[config.mk]
export PLATFORM = sky130hd
export DESIGN_NAME = load_hazard_scoreboard_flat
export DESIGN_NICKNAME = d
export VERILOG_FILES = /design/src/rtl/load_hazard_scoreboard_pkg.sv /design/src/rtl/load_hazard_scoreboard_if.sv /design/src/rtl/load_hazard_scoreboard_ld_cnt_bank.sv /design/src/rtl/load_hazard_scoreboard.sv /design/src/flat_wrapper.sv
export SDC_FILE = /design/constraint.sdc
export NUM_CORES = 1
export LEC_CHECK = 0
export CORE_UTILIZATION = 45
export CTS_CLUSTER_DIAMETER = 150
export DETAILED_ROUTE_END_ITERATION = 10
export GPL_TIMING_DRIVEN = 0
export HOLD_SLACK_MARGIN = 0.12
export PLACE_DENSITY_LB_ADDON = 0.25
export SYNTH_ARGS = -nofsm -noshare
export SYNTH_HDL_FRONTEND = slang
export SYNTH_SLANG_ARGS = --single-unit
export TNS_END_PERCENT = 10
[constraint.sdc]
create_clock -name clk -period 4.9 [get_ports clk]
set_input_delay 1.47 -clock clk [delete_from_list [all_inputs] [get_ports clk]]
set_output_delay 1.47 -clock clk [all_outputs]
set_load 0.005 [all_outputs]
[src/rtl/load_hazard_scoreboard_pkg.sv]
// Shared types and helpers for the load hazard scoreboard.
// Optional feature macro: LHS_PERF_EN (adds the stall-cycle performance counter).
package load_hazard_scoreboard_pkg;

    localparam int NUM_REGS_DEF = 16;
    localparam int MAX_LD_DEF   = 4;
    localparam int CNT_W_DEF    = 2;
    localparam int RW_DEF       = $clog2(NUM_REGS_DEF);
    localparam int NUM_SRC      = 2;

    typedef logic [RW_DEF-1:0]    reg_idx_t;
    typedef logic [CNT_W_DEF-1:0] ld_cnt_t;

    // Source operand slots of an issuing uop.
    typedef enum logic {
        SRC_RS1 = 1'b0,
        SRC_RS2 = 1'b1
    } hazard_src_e;

    // A source stalls when it is read, is not r0, has loads in flight, and is
    // not being satisfied this very cycle by the last outstanding load's bypass.
    function automatic logic src_hazard(input logic used,
                                        input logic idx_zero,
                                        input logic cnt_zero,
                                        input logic bypass_last);
        return used & ~idx_zero & ~cnt_zero & ~bypass_last;
    endfunction

endpackage

[src/rtl/load_hazard_scoreboard_if.sv]
// Issue / memory-return / status bundle between decode, memory and the scoreboard.
// master: the side driving uops and load returns; slave: the scoreboard.
interface load_hazard_scoreboard_if #(
    parameter int NUM_REGS = 16
) ();
    localparam int RW = $clog2(NUM_REGS);

    logic                iss_valid;
    logic                iss_ready;
    logic [RW-1:0]       iss_rs1;
    logic                iss_rs1_used;
    logic [RW-1:0]       iss_rs2;
    logic                iss_rs2_used;
    logic [RW-1:0]       iss_rd;
    logic                iss_is_ld;
    logic                flush;
    logic                ld_done_valid;
    logic [RW-1:0]       ld_done_rd;
    logic [NUM_REGS-1:0] ld_pending;
    logic                err;

    modport master (
        output iss_valid, iss_rs1, iss_rs1_used, iss_rs2, iss_rs2_used,
               iss_rd, iss_is_ld, flush, ld_done_valid, ld_done_rd,
        input  iss_ready, ld_pending, err
    );

    modport slave (
        input  iss_valid, iss_rs1, iss_rs1_used, iss_rs2, iss_rs2_used,
               iss_rd, iss_is_ld, flush, ld_done_valid, ld_done_rd,
        output iss_ready, ld_pending, err
    );
endinterface

[src/rtl/load_hazard_scoreboard_ld_cnt_bank.sv]
// Per-register outstanding-load counters with a registered "any load pending" flag.
// r0 is never tracked: its counter and pending bit are tied to zero.
module load_hazard_scoreboard_ld_cnt_bank
    import load_hazard_scoreboard_pkg::*;
#(
    parameter int NUM_REGS = NUM_REGS_DEF,
    parameter int CNT_W    = CNT_W_DEF,
    parameter int RW       = $clog2(NUM_REGS)
) (
    input  logic                clk,
    input  logic                rst_n,
    input  logic                inc_valid,
    input  logic [RW-1:0]       inc_rd,
    input  logic                dec_valid,
    input  logic [RW-1:0]       dec_rd,
    output logic [CNT_W-1:0]    cnt [NUM_REGS],
    output logic [NUM_REGS-1:0] ld_pending
);

    localparam logic [CNT_W-1:0] SAT = '1;

    for (genvar gi = 0; gi < NUM_REGS; gi++) begin : g_reg
        if (gi == 0) begin : g_zero
            assign cnt[gi]        = '0;
            assign ld_pending[gi] = 1'b0;
        end else begin : g_track
            logic [CNT_W-1:0] cnt_reg;
            logic [CNT_W-1:0] cnt_next;
            logic             pending_reg;
            logic             inc_hit;
            logic             dec_hit;

            assign inc_hit = inc_valid & (inc_rd == RW'(gi));
            // Returns against an empty counter are ignored here; the top flags them.
            assign dec_hit = dec_valid & (dec_rd == RW'(gi)) & (cnt_reg != '0);

            // Up/down step; a simultaneous inc and dec cancel, saturation holds.
            always_comb begin
                cnt_next = cnt_reg;
                if (inc_hit && !dec_hit && cnt_reg != SAT) begin
                    cnt_next = cnt_reg + 1'b1;
                end else if (dec_hit && !inc_hit) begin
                    cnt_next = cnt_reg - 1'b1;
                end
            end

            // Counter and pending flag both track the post-update count.
            always_ff @(posedge clk or negedge rst_n) begin
                if (!rst_n) begin
                    cnt_reg     <= '0;
                    pending_reg <= 1'b0;
                end else begin
                    cnt_reg     <= cnt_next;
                    pending_reg <= (cnt_next != '0);
                end
            end

            assign cnt[gi]        = cnt_reg;
            assign ld_pending[gi] = pending_reg;
        end
    end

endmodule

[src/rtl/load_hazard_scoreboard.sv]
// Issue-side load-use scheduler: holds a uop while any source waits on an
// in-flight load, limits the number of outstanding loads, flags bogus returns.
// Optional feature macro: LHS_PERF_EN (adds perf_stall_cnt port and counter).
module load_hazard_scoreboard
    import load_hazard_scoreboard_pkg::*;
#(
    parameter int NUM_REGS = NUM_REGS_DEF,
    parameter int MAX_LD   = MAX_LD_DEF,
    parameter int CNT_W    = CNT_W_DEF
) (
    input  logic                    clk,
    input  logic                    rst_n,
    load_hazard_scoreboard_if.slave bus
`ifdef LHS_PERF_EN
    ,
    output logic [31:0]             perf_stall_cnt
`endif
);

    localparam int RW  = $clog2(NUM_REGS);
    localparam int IFW = $clog2(MAX_LD + 1);
    localparam logic [IFW-1:0]   MAX_LD_V = IFW'(MAX_LD);
    localparam logic [CNT_W-1:0] SAT      = '1;
    localparam logic [CNT_W-1:0] ONE      = CNT_W'(1);

    logic [CNT_W-1:0] cnt [NUM_REGS];
    logic [IFW-1:0]   inflight_reg;
    logic [IFW-1:0]   inflight_next;
    logic             err_reg;

    logic [RW-1:0]      src_idx [NUM_SRC];
    logic [NUM_SRC-1:0] src_used;
    logic [NUM_SRC-1:0] src_haz;

    logic rd_tracked;
    logic res_block;
    logic issue_ok;
    logic accept;
    logic inc;
    logic done_hit;
    logic done_bad;

    assign src_idx[int'(SRC_RS1)]  = bus.iss_rs1;
    assign src_idx[int'(SRC_RS2)]  = bus.iss_rs2;
    assign src_used[int'(SRC_RS1)] = bus.iss_rs1_used;
    assign src_used[int'(SRC_RS2)] = bus.iss_rs2_used;

    // Per-source hazard, with the same-cycle bypass of the last pending load as wakeup.
    for (genvar gi = 0; gi < NUM_SRC; gi++) begin : g_src
        assign src_haz[gi] = src_hazard(
            src_used[gi],
            src_idx[gi] == '0,
            cnt[src_idx[gi]] == '0,
            bus.ld_done_valid & (bus.ld_done_rd == src_idx[gi]) & (cnt[src_idx[gi]] == ONE)
        );
    end

    // Loads to r0 are untracked, so they never consume a tracking slot.
    assign rd_tracked = bus.iss_is_ld & (bus.iss_rd != '0);
    assign res_block  = rd_tracked & ((inflight_reg == MAX_LD_V) | (cnt[bus.iss_rd] == SAT));
    assign issue_ok   = ~(|src_haz) & ~res_block;

    // iss_ready deliberately ignores flush; flush only suppresses the state change.
    assign bus.iss_ready = issue_ok;
    assign accept        = bus.iss_valid & issue_ok & ~bus.flush;
    assign inc           = accept & rd_tracked;
    assign done_hit      = bus.ld_done_valid & (bus.ld_done_rd != '0) & (cnt[bus.ld_done_rd] != '0);
    assign done_bad      = bus.ld_done_valid & ~done_hit;

    load_hazard_scoreboard_ld_cnt_bank #(
        .NUM_REGS (NUM_REGS),
        .CNT_W    (CNT_W),
        .RW       (RW)
    ) u_bank (
        .clk        (clk),
        .rst_n      (rst_n),
        .inc_valid  (inc),
        .inc_rd     (bus.iss_rd),
        .dec_valid  (bus.ld_done_valid),
        .dec_rd     (bus.ld_done_rd),
        .cnt        (cnt),
        .ld_pending (bus.ld_pending)
    );

    // Total in-flight loads follow the same inc/dec rule as the per-register counters.
    always_comb begin
        inflight_next = inflight_reg;
        if (inc && !done_hit) begin
            inflight_next = inflight_reg + 1'b1;
        end else if (done_hit && !inc) begin
            inflight_next = inflight_reg - 1'b1;
        end
    end

    // In-flight total and the sticky error on returns with nothing outstanding.
    always_ff @(posedge clk or negedge rst_n) begin
        if (!rst_n) begin
            inflight_reg <= '0;
            err_reg      <= 1'b0;
        end else begin
            inflight_reg <= inflight_next;
            if (done_bad) begin
                err_reg <= 1'b1;
            end
        end
    end

    assign bus.err = err_reg;

`ifdef LHS_PERF_EN
    logic [31:0] perf_stall_cnt_reg;

    // Count cycles where a live (unflushed) uop is held at issue; wraps naturally.
    always_ff @(posedge clk or negedge rst_n) begin
        if (!rst_n) begin
            perf_stall_cnt_reg <= '0;
        end else if (bus.iss_valid && !issue_ok && !bus.flush) begin
            perf_stall_cnt_reg <= perf_stall_cnt_reg + 32'd1;
        end
    end

    assign perf_stall_cnt = perf_stall_cnt_reg;
`endif

endmodule

[src/flat_wrapper.sv]
// flat-port wrapper written by rule: the top's interface ports become plain ports
module load_hazard_scoreboard_flat import load_hazard_scoreboard_pkg::*;
#(
    parameter int NUM_REGS = NUM_REGS_DEF,
    parameter int MAX_LD   = MAX_LD_DEF,
    parameter int CNT_W    = CNT_W_DEF
)
  (clk, rst_n, bus_iss_valid, bus_iss_rs1, bus_iss_rs1_used, bus_iss_rs2, bus_iss_rs2_used, bus_iss_rd, bus_iss_is_ld, bus_flush, bus_ld_done_valid, bus_ld_done_rd, bus_iss_ready, bus_ld_pending, bus_err);
  load_hazard_scoreboard_if #(.NUM_REGS(NUM_REGS)) bus_i ();
  input  logic clk;
  input  logic rst_n;
  input wire logic [$bits(bus_i.iss_valid)-1:0] bus_iss_valid;
  input wire logic [$bits(bus_i.iss_rs1)-1:0] bus_iss_rs1;
  input wire logic [$bits(bus_i.iss_rs1_used)-1:0] bus_iss_rs1_used;
  input wire logic [$bits(bus_i.iss_rs2)-1:0] bus_iss_rs2;
  input wire logic [$bits(bus_i.iss_rs2_used)-1:0] bus_iss_rs2_used;
  input wire logic [$bits(bus_i.iss_rd)-1:0] bus_iss_rd;
  input wire logic [$bits(bus_i.iss_is_ld)-1:0] bus_iss_is_ld;
  input wire logic [$bits(bus_i.flush)-1:0] bus_flush;
  input wire logic [$bits(bus_i.ld_done_valid)-1:0] bus_ld_done_valid;
  input wire logic [$bits(bus_i.ld_done_rd)-1:0] bus_ld_done_rd;
  output wire logic [$bits(bus_i.iss_ready)-1:0] bus_iss_ready;
  output wire logic [$bits(bus_i.ld_pending)-1:0] bus_ld_pending;
  output wire logic [$bits(bus_i.err)-1:0] bus_err;
  assign bus_i.iss_valid = bus_iss_valid;
  assign bus_i.iss_rs1 = bus_iss_rs1;
  assign bus_i.iss_rs1_used = bus_iss_rs1_used;
  assign bus_i.iss_rs2 = bus_iss_rs2;
  assign bus_i.iss_rs2_used = bus_iss_rs2_used;
  assign bus_i.iss_rd = bus_iss_rd;
  assign bus_i.iss_is_ld = bus_iss_is_ld;
  assign bus_i.flush = bus_flush;
  assign bus_i.ld_done_valid = bus_ld_done_valid;
  assign bus_i.ld_done_rd = bus_ld_done_rd;
  assign bus_iss_ready = bus_i.iss_ready;
  assign bus_ld_pending = bus_i.ld_pending;
  assign bus_err = bus_i.err;
  load_hazard_scoreboard #(.NUM_REGS(NUM_REGS), .MAX_LD(MAX_LD), .CNT_W(CNT_W)) u_core (.clk(clk), .rst_n(rst_n), .bus(bus_i));
endmodule
==> flow_summary.yaml, run 1 <==
outcome:
  outcome: "completed"
global_routing:
  grt.overflow.total: 0
  grt_max_degree: 27
  grt_pass1_wl_um: 22500
  track_usage_pct: 26.1
  antenna_found_initial: 0
  grt_pass1_vias: 4287
clocking:
  clock_latency_ps: 320
  cts_max_level: 2
  cts_buffers: 5
  clk_pin_slew_worst_paths_ps: 90
  cts_root_buffer: "clkbuf_8"
  cts_sinks: 49
  cts_tree: "built"
  clk_path_buf_depth: 2
worst_setup_path:
  r2r_cells: 17
  critPathMostFrequentCell: "buf_6"
  path_buf_inv: 5
  arrival_ps: 3340
  cpLargestDelayFamily: "buffers and inverters"
  endpoint_kind: "output pin"
  worstPathRequired_ps: 3430
  crit_type: "primary input to output pin"
  path_cells: "buf_6, buf_8, mux2i_1, mux4_2, a31oi_1, o211ai_1, and2_1, buf_6, nand2_4, inv_4, dlygate4sd2_1"
  startpoint_type: "primary input"
  r2r_end: "u_core.inflight_reg[2]"
  r2r_setup_slack_ps: 1310
  reg2reg_from: "u_core.u_bank.g_reg[14].g_track.cnt_reg[0]"
  critPathMaxFanout: 10
  slowest_delay_ps: 470
  slowest_stage: "mux4_2"
synth:
  synth-edff-count: 0
  synthTopCellsByArea: "dfrtp_1, mux4_2, ha_1, xnor2_1, nor2_1"
  ys_seq_elements: 49
  synth.avg_cell_area_sq_um: 9.05
  synthCells: 535
  ys_types: 72
  ys_seq_area_share_pct: 25.3
  synthArstFlopShare_pct: 100
  syn-num-nets: 591
  ys.flop_type: "dfrtp_1"
  yosysTopAreaCellShare_pct: 25.3
  yosysTopAreaCell: "dfrtp_1"
  yosys_warnings: 0
  syn-cell-area_sq_um: 4840
run:
  maxCapViolations: 0
drt:
  routed_wl_um: 14100
  antenna_left: 0
  drtIter0Drc: 308
  firstDrtPassIters: 5
  dr_total_vias: 4425
  drcViolationCount: 0
  via_per_inst: 6.12
  routedWlPerCell_um: 19.5
pwr:
  p_total_mw: 2.58
  power_density_nw_per_um2: 459
  ir_worst_vdd_uv: 206
  p_leak_nw: 2.40
floorplan:
  rows: 37
  die_h_um: 106
  ios: 42
  start_util_pct: 46.7
  die_x_um: 106
  die_area_sq_um: 11200
  core_area_sq_um: 10400
cells_and_area:
  final_cell_mix: "dfrtp_1, nor2_1, inv_1"
  largest_reg_flops: 30
  areaGrowthSynthToFinish_pct: 16.1
  final_common_cell: "dfrtp_1"
  postLayoutCellArea_sq_um: 5620
  nNetsFinal: 642
  drive_above_1_share_pct: 18.1
  antenna_cells: 0
sta:
  setup_viol: 0
  skew_ps: 9.88
  worst_pin_slew_ps: 740
  slew_viol_final: 0
  max_freq_ghz: 0.208
  post-route-period-util_pct: 98.1
  finalHoldViolations: 0
  rsz0062_at_grt: "no"
  fin_crit_ps: 4810
  relSlewSlack_pct: 50.2
worst_hold_path:
  holdPathEnd: "u_core.inflight_reg[2]"
  hold_depth: 1
  min_from: "u_core.inflight_reg[2]"
  hold_class: "flip-flop to flip-flop"
placement:
  post_dp_cell_area_sq_um: 5370
  gp_congestion: 0.942
  io_buffer_count: 34
  hpwlAfterDp_um: 10600
-- how the worst max path moves through the flow --
stage | from | end | slack [ps] | cells after the start
floorplan | bus_iss_rs1[2] | bus_iss_ready | 300 | 9
global placement | bus_iss_rs1[1] | bus_iss_ready | -1170 | 10
detailed placement | bus_iss_rs1[1] | bus_iss_ready | -1200 | 10
CTS | bus_iss_rs1[1] | bus_iss_ready | 120 | 11
global route | bus_iss_rd[1] | bus_iss_ready | 30 | 11
finish | bus_iss_rs1[1] | bus_iss_ready | 90 | 11
-- synth_stat cells, types with 7 or more instances --
master    count
and3_1       12
nor2_1       43
a31oi_1      13
nor3_1       24
nand3b_1      7
nand2_1      26
dfrtp_1      49
mux2_2        8
ha_1         31
nand3_1       7
nor4_1       10
or3_1         9
a211oi_1      8
clkbuf_1     13
mux4_2       19
nor2b_1      16
mux2i_1      16
o21ai_0      13
xnor2_1      20
nand2b_1     11
nand4_1      12
buf_4        16
inv_1        41
-- what timing repair did --
| item | CTS | global route |
|---|---|---|
| gates resized for setup | 49 | 2 |
| hold buffers | 0 | 0 |
| pin swaps | 11 | 0 |
| buffers inserted | 9 | 0 |
| endpoints found under the setup margin | 3 | 1 |
-- kinds of logic (layout without fill, tap and decap cells) --
family                     after synthesis  after routing  synth area share, %
and+or+nand+nor                        206            206                 23.3
DFF                                     49             49                 25.3
other                                    1              1               0.0774
muxes                                   47             47                 15.6
adders and majority gates               32             32                 8.42
xor gates and xnor gates                25             25                 4.52
buffers and inverters                   83            135                 8.60
AOI/OAI and AO/OA                       92             92                 14.1
-- layout make-up --
| type | count | area [sq um] |
|---|---|---|
| Clock buffer | 6 | 72.6 |
| Inverter | 41 | 156 |
| Tap cell | 136 | 170 |
| Multi-Input combinational cell | 403 | 3260 |
| Fill cell | 950 | 4750 |
| Timing Repair Buffer | 44 | 432 |
| Clock inverter | 2 | 15.0 |
| Sequential cell | 49 | 1230 |
| Buffer | 42 | 292 |
-- metrics by stage --
stage / setup WS (ps) / setup TNS [ps] / std cells / util [%] / hold WS, ps
finish: 92.9 / 0 / 723 / 54.2 / 479
global route: 28.8 / 0 / 723 / 54.2 / 481
CTS: 121 / 0 / 723 / 54.2 / 475
detailed placement: -1200 / -2360 / 706 / 51.8 / 460
global placement: -1170 / -2210 / 705 / 51.6 / 442
floorplan: 303 / 0 / 535 / - / 441
-- metal layers --
layer	share of wire [%]	track usage, %	wire, um	up-vias
met5	0	0	0	-
met4	3.2	9.92	444	0
met2	47	42.3	6560	181
met3	7.6	6.43	1080	36
met1	43	33.5	6010	2140
li1	-	-	-	2068
-- where the power goes --
part | switching, mW | internal [mW]
combinational | 0.713 | 0.775
clock | 0.155 | 0.101
sequential | 0.263 | 0.576
total | 1.13 | 1.45
No activity file was read; power rests on OpenSTA's default activity.
==> run 2: changes to the inputs <==
==> constraint.sdc (replaced) <==
create_clock -name clk -period 4.9 [get_ports clk]
set_input_delay 0.735 -clock clk [delete_from_list [all_inputs] [get_ports clk]]
set_output_delay 0.735 -clock clk [all_outputs]
set_load 0.005 [all_outputs]
==> flow_summary.yaml, run 2 (synthesized netlist as in run 1, its figures left out) <==
outcome:
  outcome: "completed"
drt:
  dr_total_vias: 4352
  routedWlPerCell_um: 19.2
  via_per_inst: 6.10
  drcViolationCount: 0
  firstDrtPassIters: 5
  drtIter0Drc: 305
  routed_wl_um: 13700
  antenna_left: 0
cells_and_area:
  fin_util_pct: 52.6
  final_common_cell: "dfrtp_1"
  areaGrowthSynthToFinish_pct: 12.7
  antenna_cells: 0
  largest_reg_flops: 30
  instances_no_fill: 714
  drive_above_1_share_pct: 13.7
  final_cell_mix: "dfrtp_1, nor2_1, inv_1"
  nNetsFinal: 633
sta:
  relSlewSlack_pct: 49.3
  finalHoldViolations: 0
  fin_ws_ps: 188
  worst_pin_slew_ps: 753
  slew_viol_final: 0
  post-route-period-util_pct: 96.2
  skew_ps: 10.6
  max_freq_ghz: 0.212
  rsz0062_at_grt: "no"
  setup_viol: 0
  timing.setup.tns_ps: 0
  fin_crit_ps: 4710
clocking:
  cts_setup_buffers: 0
  clk_path_buf_depth: 2
  cts_max_level: 2
  cts_buffers: 5
  clk_pin_slew_worst_paths_ps: 90
  cts_resized: 0
  clock_latency_ps: 320
  cts_tree: "built"
  cts_sinks: 49
  hold_buffers: 0
  cts_root_buffer: "clkbuf_8"
floorplan:
  start_util_pct: 46.7
  core_area_sq_um: 10400
  die_h_um: 106
  die_x_um: 106
  die_area_sq_um: 11200
  ios: 42
  rows: 37
global_routing:
  grt_pass1_vias: 4185
  grt_max_degree: 27
  grt.overflow.total: 0
  grt_pass1_wl_um: 21800
  track_usage_pct: 25.3
  antenna_found_initial: 0
placement:
  gp_congestion: 0.942
  dp_cells: 706
  io_buffer_count: 34
  post-place-ws_ps: 130
  hpwlAfterDp_um: 10600
worst_setup_path:
  endpoint_kind: "output pin"
  r2r_cells: 16
  critPathMaxFanout: 9
  worstPathRequired_ps: 4160
  crit_end: "bus_iss_ready"
  r2r_setup_slack_ps: 980
  arrival_ps: 3980
  startpoint_type: "primary input"
  critPathLaunch: "bus_iss_rs1[1]"
  r2r_end: "u_core.inflight_reg[2]"
  crit_type: "primary input to output pin"
  reg2reg_from: "u_core.u_bank.g_reg[14].g_track.cnt_reg[0]"
pwr:
  p_leak_nw: 2.29
  p_total_mw: 2.52
  ir_worst_vdd_uv: 205
  power_density_nw_per_um2: 463
run:
  maxCapViolations: 0
worst_hold_path:
  hold_class: "primary input to async pin"
==> run 2: cell count changes in the layout (fill, tap and decap cells not counted), sizes merged <==
cell	previous run	this run
buf	43	31
clkdlybuf4s50	22	33
dlygate4sd2	8	0
==> run 2: how the worst min path moves through the flow <==
stage	from	end	slack, ps	cells after the start
final	rst_n	u_core.u_bank.g_reg[4].g_track.cnt_reg[0]	410	1
after global routing	rst_n	u_core.u_bank.g_reg[2].g_track.cnt_reg[0]	440	1
after CTS	rst_n	u_core.u_bank.g_reg[2].g_track.cnt_reg[0]	430	1
after detailed placement	u_core.inflight_reg[2]	u_core.inflight_reg[2]	460	1
after global placement	u_core.bus.err	u_core.bus.err	440	1
after floorplan	rst_n	u_core.bus.err	440	0
==> run 2: metrics by stage <==
stage / hold slack (ps) / instance area, sq um
after global routing: 440 / 5460
final: 406 / 5460
after detailed placement: 460 / 5370
after floorplan: 439 / 4840
after global placement: 442 / 5350
after CTS: 430 / 5460
==> run 2: layer usage <==
layer  up-vias  GRT usage (%)  share of wire, %
met5         -              0                 0
met4         0           9.42               3.5
met3        32           6.43               8.3
met2       169           41.0                46
met1      2104           32.6                42
li1       2047              -                 -
==> run 2: worst max-delay path: stages <==
cell and delay (ps):
clkdlybuf4s50_1 660, mux4_2 540, a22oi_1 250, a21oi_1 100, o211ai_1 230, and2_1 150
buf_2 230, nand2_1 160, inv_1 340, clkdlybuf4s50_1 570
==> run 2: report_power, final <==
| part | internal, mW | switching (mW) |
|---|---|---|
| sequential | 0.576 | 0.262 |
| combinational | 0.748 | 0.685 |
| clock | 0.101 | 0.152 |
| total | 1.43 | 1.10 |
==> run 2: cell type report <==
type,count,area [sq um]
clock buffers,6,72.6
clock inverters,2,15.0
flip-flops and latches,49,1230
plain buffers,42,263
fillers,963,4910
well taps,136,170
repair buffers,35,355
multi-input cells,403,3200
inverters,41,154
==> run 3: changes to the inputs <==
--- a/config.mk
+++ b/config.mk
@@ -5,7 +5,8 @@
 export SDC_FILE = /design/constraint.sdc
 export NUM_CORES = 1
 export LEC_CHECK = 0
-export CORE_UTILIZATION = 45
+export ABC_AREA = 1
+export CORE_UTILIZATION = 34
 export CTS_CLUSTER_DIAMETER = 150
 export DETAILED_ROUTE_END_ITERATION = 10
 export GPL_TIMING_DRIVEN = 0
==> flow_summary.yaml, run 3 <==
outcome:
  outcome: "completed"
global_routing:
  grt_pass1_vias: 4468
  grt.overflow.total: 0
  grt_max_degree: 32
  track_usage_pct: 20.4
  grt_pass1_wl_um: 23000
  antenna_found_initial: 0
worst_setup_path:
  r2r_cells: 16
  arrival_ps: 3190
  worstPathRequired_ps: 4160
  cpLargestDelayFamily: "buffers and inverters"
  endpoint_kind: "output pin"
  path_buf_inv: 4
  crit_type: "primary input to output pin"
  critPathMaxFanout: 10
  slowest_stage: "clkdlybuf4s50_1"
  r2r_end: "u_core.inflight_reg[2]"
  reg2reg_from: "u_core.u_bank.g_reg[5].g_track.cnt_reg[1]"
  r2r_setup_slack_ps: 1940
  path_cells: "clkdlybuf4s50_1, inv_1, buf_2, nand2_1, nand3_1, nand3_1, a21oi_1, nand2_1, nand3_1, nand2_1, a21oi_1, clkdlybuf4s50_1"
  startpoint_type: "primary input"
  slowest_delay_ps: 560
synth:
  synthCells: 762
  synthArstFlopShare_pct: 100
  yosysMostFrequentCell: "nand2_1"
  syn-num-nets: 818
  ys_seq_elements: 49
  synth.avg_cell_area_sq_um: 6.36
  yosys_warnings: 0
  yosysTopAreaCellShare_pct: 25.3
  ys.flop_type: "dfrtp_1"
  synthTopCellsByArea: "dfrtp_1, nand2_1, nand3_1, inv_1, ha_1"
  yosysTopAreaCell: "dfrtp_1"
  ys_seq_area_share_pct: 25.3
  syn-cell-area_sq_um: 4850
  synth-edff-count: 0
  synth_commonest_cells: "nand2_1, inv_1, nand3_1, nor2_1, dfrtp_1"
  ys_types: 38
clocking:
  clock_latency_ps: 300
  cts_max_level: 2
  hold_buffers: 0
  cts_buffers: 5
  cts_sinks: 49
  clk_pin_slew_worst_paths_ps: 60
  cts_root_buffer: "clkbuf_16"
  cts_resized: 0
  clk_path_buf_depth: 2
  cts_setup_buffers: 0
  cts_tree: "built"
sta:
  skew_ps: 4.57
  max_freq_ghz: 0.255
  rsz0062_at_grt: "no"
  slew_viol_final: 0
  finalHoldViolations: 0
  setup_viol: 0
  relSlewSlack_pct: 59.2
  fin_crit_ps: 3920
  timing.setup.tns_ps: 0
  worst_pin_slew_ps: 611
  post-route-period-util_pct: 80.1
placement:
  hpwlAfterDp_um: 11300
  gp_congestion: 0.900
  io_buffer_count: 37
floorplan:
  die_x_um: 121
  die_area_sq_um: 14700
  die_h_um: 121
  core_area_sq_um: 13900
  rows: 43
  ios: 42
  start_util_pct: 34.9
cells_and_area:
  largest_reg_flops: 30
  areaGrowthSynthToFinish_pct: 16.5
  final_cell_mix: "nand2_1, inv_1, nand3_1"
  num-fill-cells: 1529
  final_common_cell: "nand2_1"
  nNetsFinal: 863
  drive_above_1_share_pct: 10.1
  antenna_cells: 0
  multi_input_area_sq_um: 2890
  seqCellArea_sq_um: 1230
pwr:
  seqPwrFrac_pct: 33.3
  ir_worst_vdd_uv: 230
  power.internal_mw: 1.35
  p_total_mw: 2.38
  p_sw_share_pct: 43.5
  p_leak_nw: 2.89
  combPwrFrac_pct: 47.8
  clkPwrFrac_pct: 18.9
  p_sw_mw: 1.04
  power_density_nw_per_um2: 422
drt:
  antenna_left: 0
  routedWlPerCell_um: 14.6
  via_per_inst: 4.92
  firstDrtPassIters: 5
  drcViolationCount: 0
  drtIter0Drc: 433
  routed_wl_um: 14400
  dr_total_vias: 4859
worst_hold_path:
  hold_class: "primary input to async pin"
run:
  maxCapViolations: 0
run 3: cell types whose count changed in the layout (fill, tap and decap cells not counted), sizes merged, moves of 21 or more:
cell and change:
mux4 -21, nand3 +108, inv +86, nor2 +28
nand2 +224
run 3: worst max-delay path by stage:
| stage | start | endpoint | cells past startpoint |
|---|---|---|---|
| 6_report | bus_iss_rs2[0] | bus_iss_ready | 12 |
| 5_1_grt | bus_iss_rs2[1] | bus_iss_ready | 12 |
| 4_1_cts | bus_iss_rs2[0] | bus_iss_ready | 12 |
| 3_5_place_dp | bus_iss_rd[0] | u_core.inflight_reg[2] | 15 |
| 3_3_place_gp | bus_iss_rd[0] | u_core.inflight_reg[2] | 15 |
| 2_1_floorplan | bus_iss_rd[0] | u_core.inflight_reg[2] | 20 |
run 3: metal layers:
metal | part of all wire [%] | GRT usage [%] | up-vias | wire [um]
met5 | 0 | 0 | - | 0
met4 | 3.2 | 8.80 | 0 | 463
met3 | 6.1 | 3.15 | 31 | 883
met2 | 45 | 32.1 | 163 | 6530
met1 | 45 | 27.4 | 2201 | 6500
li1 | - | - | 2464 | -
run 3: power groups by stage:
| stage | clock network, mW | logic (mW) | registers (mW) |
|---|---|---|---|
| 6_report | 0.450 | 1.14 | 0.794 |
| 5_1_grt | 0.474 | 1.31 | 0.815 |
| 4_1_cts | 0.463 | 1.14 | 0.790 |
| 3_5_place_dp | 0 | 1.13 | 0.796 |
| 3_3_place_gp | 0 | 1.12 | 0.799 |
| 2_1_floorplan | 0 | 0.807 | 0.705 |
run 3: cells by family (layout without fill, tap and decap cells):
| logic type | count (synthesis) | in the layout | share of synthesized area [%] |
|---|---|---|---|
| buffers and inverters | 160 | 206 | 15.0 |
| adder cells (fa/ha/maj) | 32 | 32 | 8.41 |
| XOR/XNOR | 4 | 4 | 0.722 |
| AO/OA/AOI/OAI | 47 | 47 | 5.88 |
| multiplexers | 1 | 1 | 0.232 |
| flip-flops | 49 | 49 | 25.3 |
| other | 1 | 1 | 0.0773 |
| AND/OR/NAND/NOR | 468 | 468 | 44.3 |
run 3: cell type report:
cell class / instances / share of cell area (%)
multi-input combinational: 553 / 51.2
inverter: 128 / 8.55
sequential: 49 / 21.7
buffer: 32 / 4.36
timing repair buffer: 38 / 6.82
tap: 180 / 3.99
clock inverter: 3 / 1.15
clock buffer: 5 / 2.21
run 3: stage by stage:
step,util (%),std cells,hold WS (ps),area [sq um],setup slack (ps)
finish,40.7,988,384,5650,977
global route,40.7,988,424,5650,878
CTS,40.7,988,400,5650,1070
detailed placement,39.3,980,475,5460,878
global placement,39.2,979,463,5450,949
floorplan,-,762,439,4850,1860
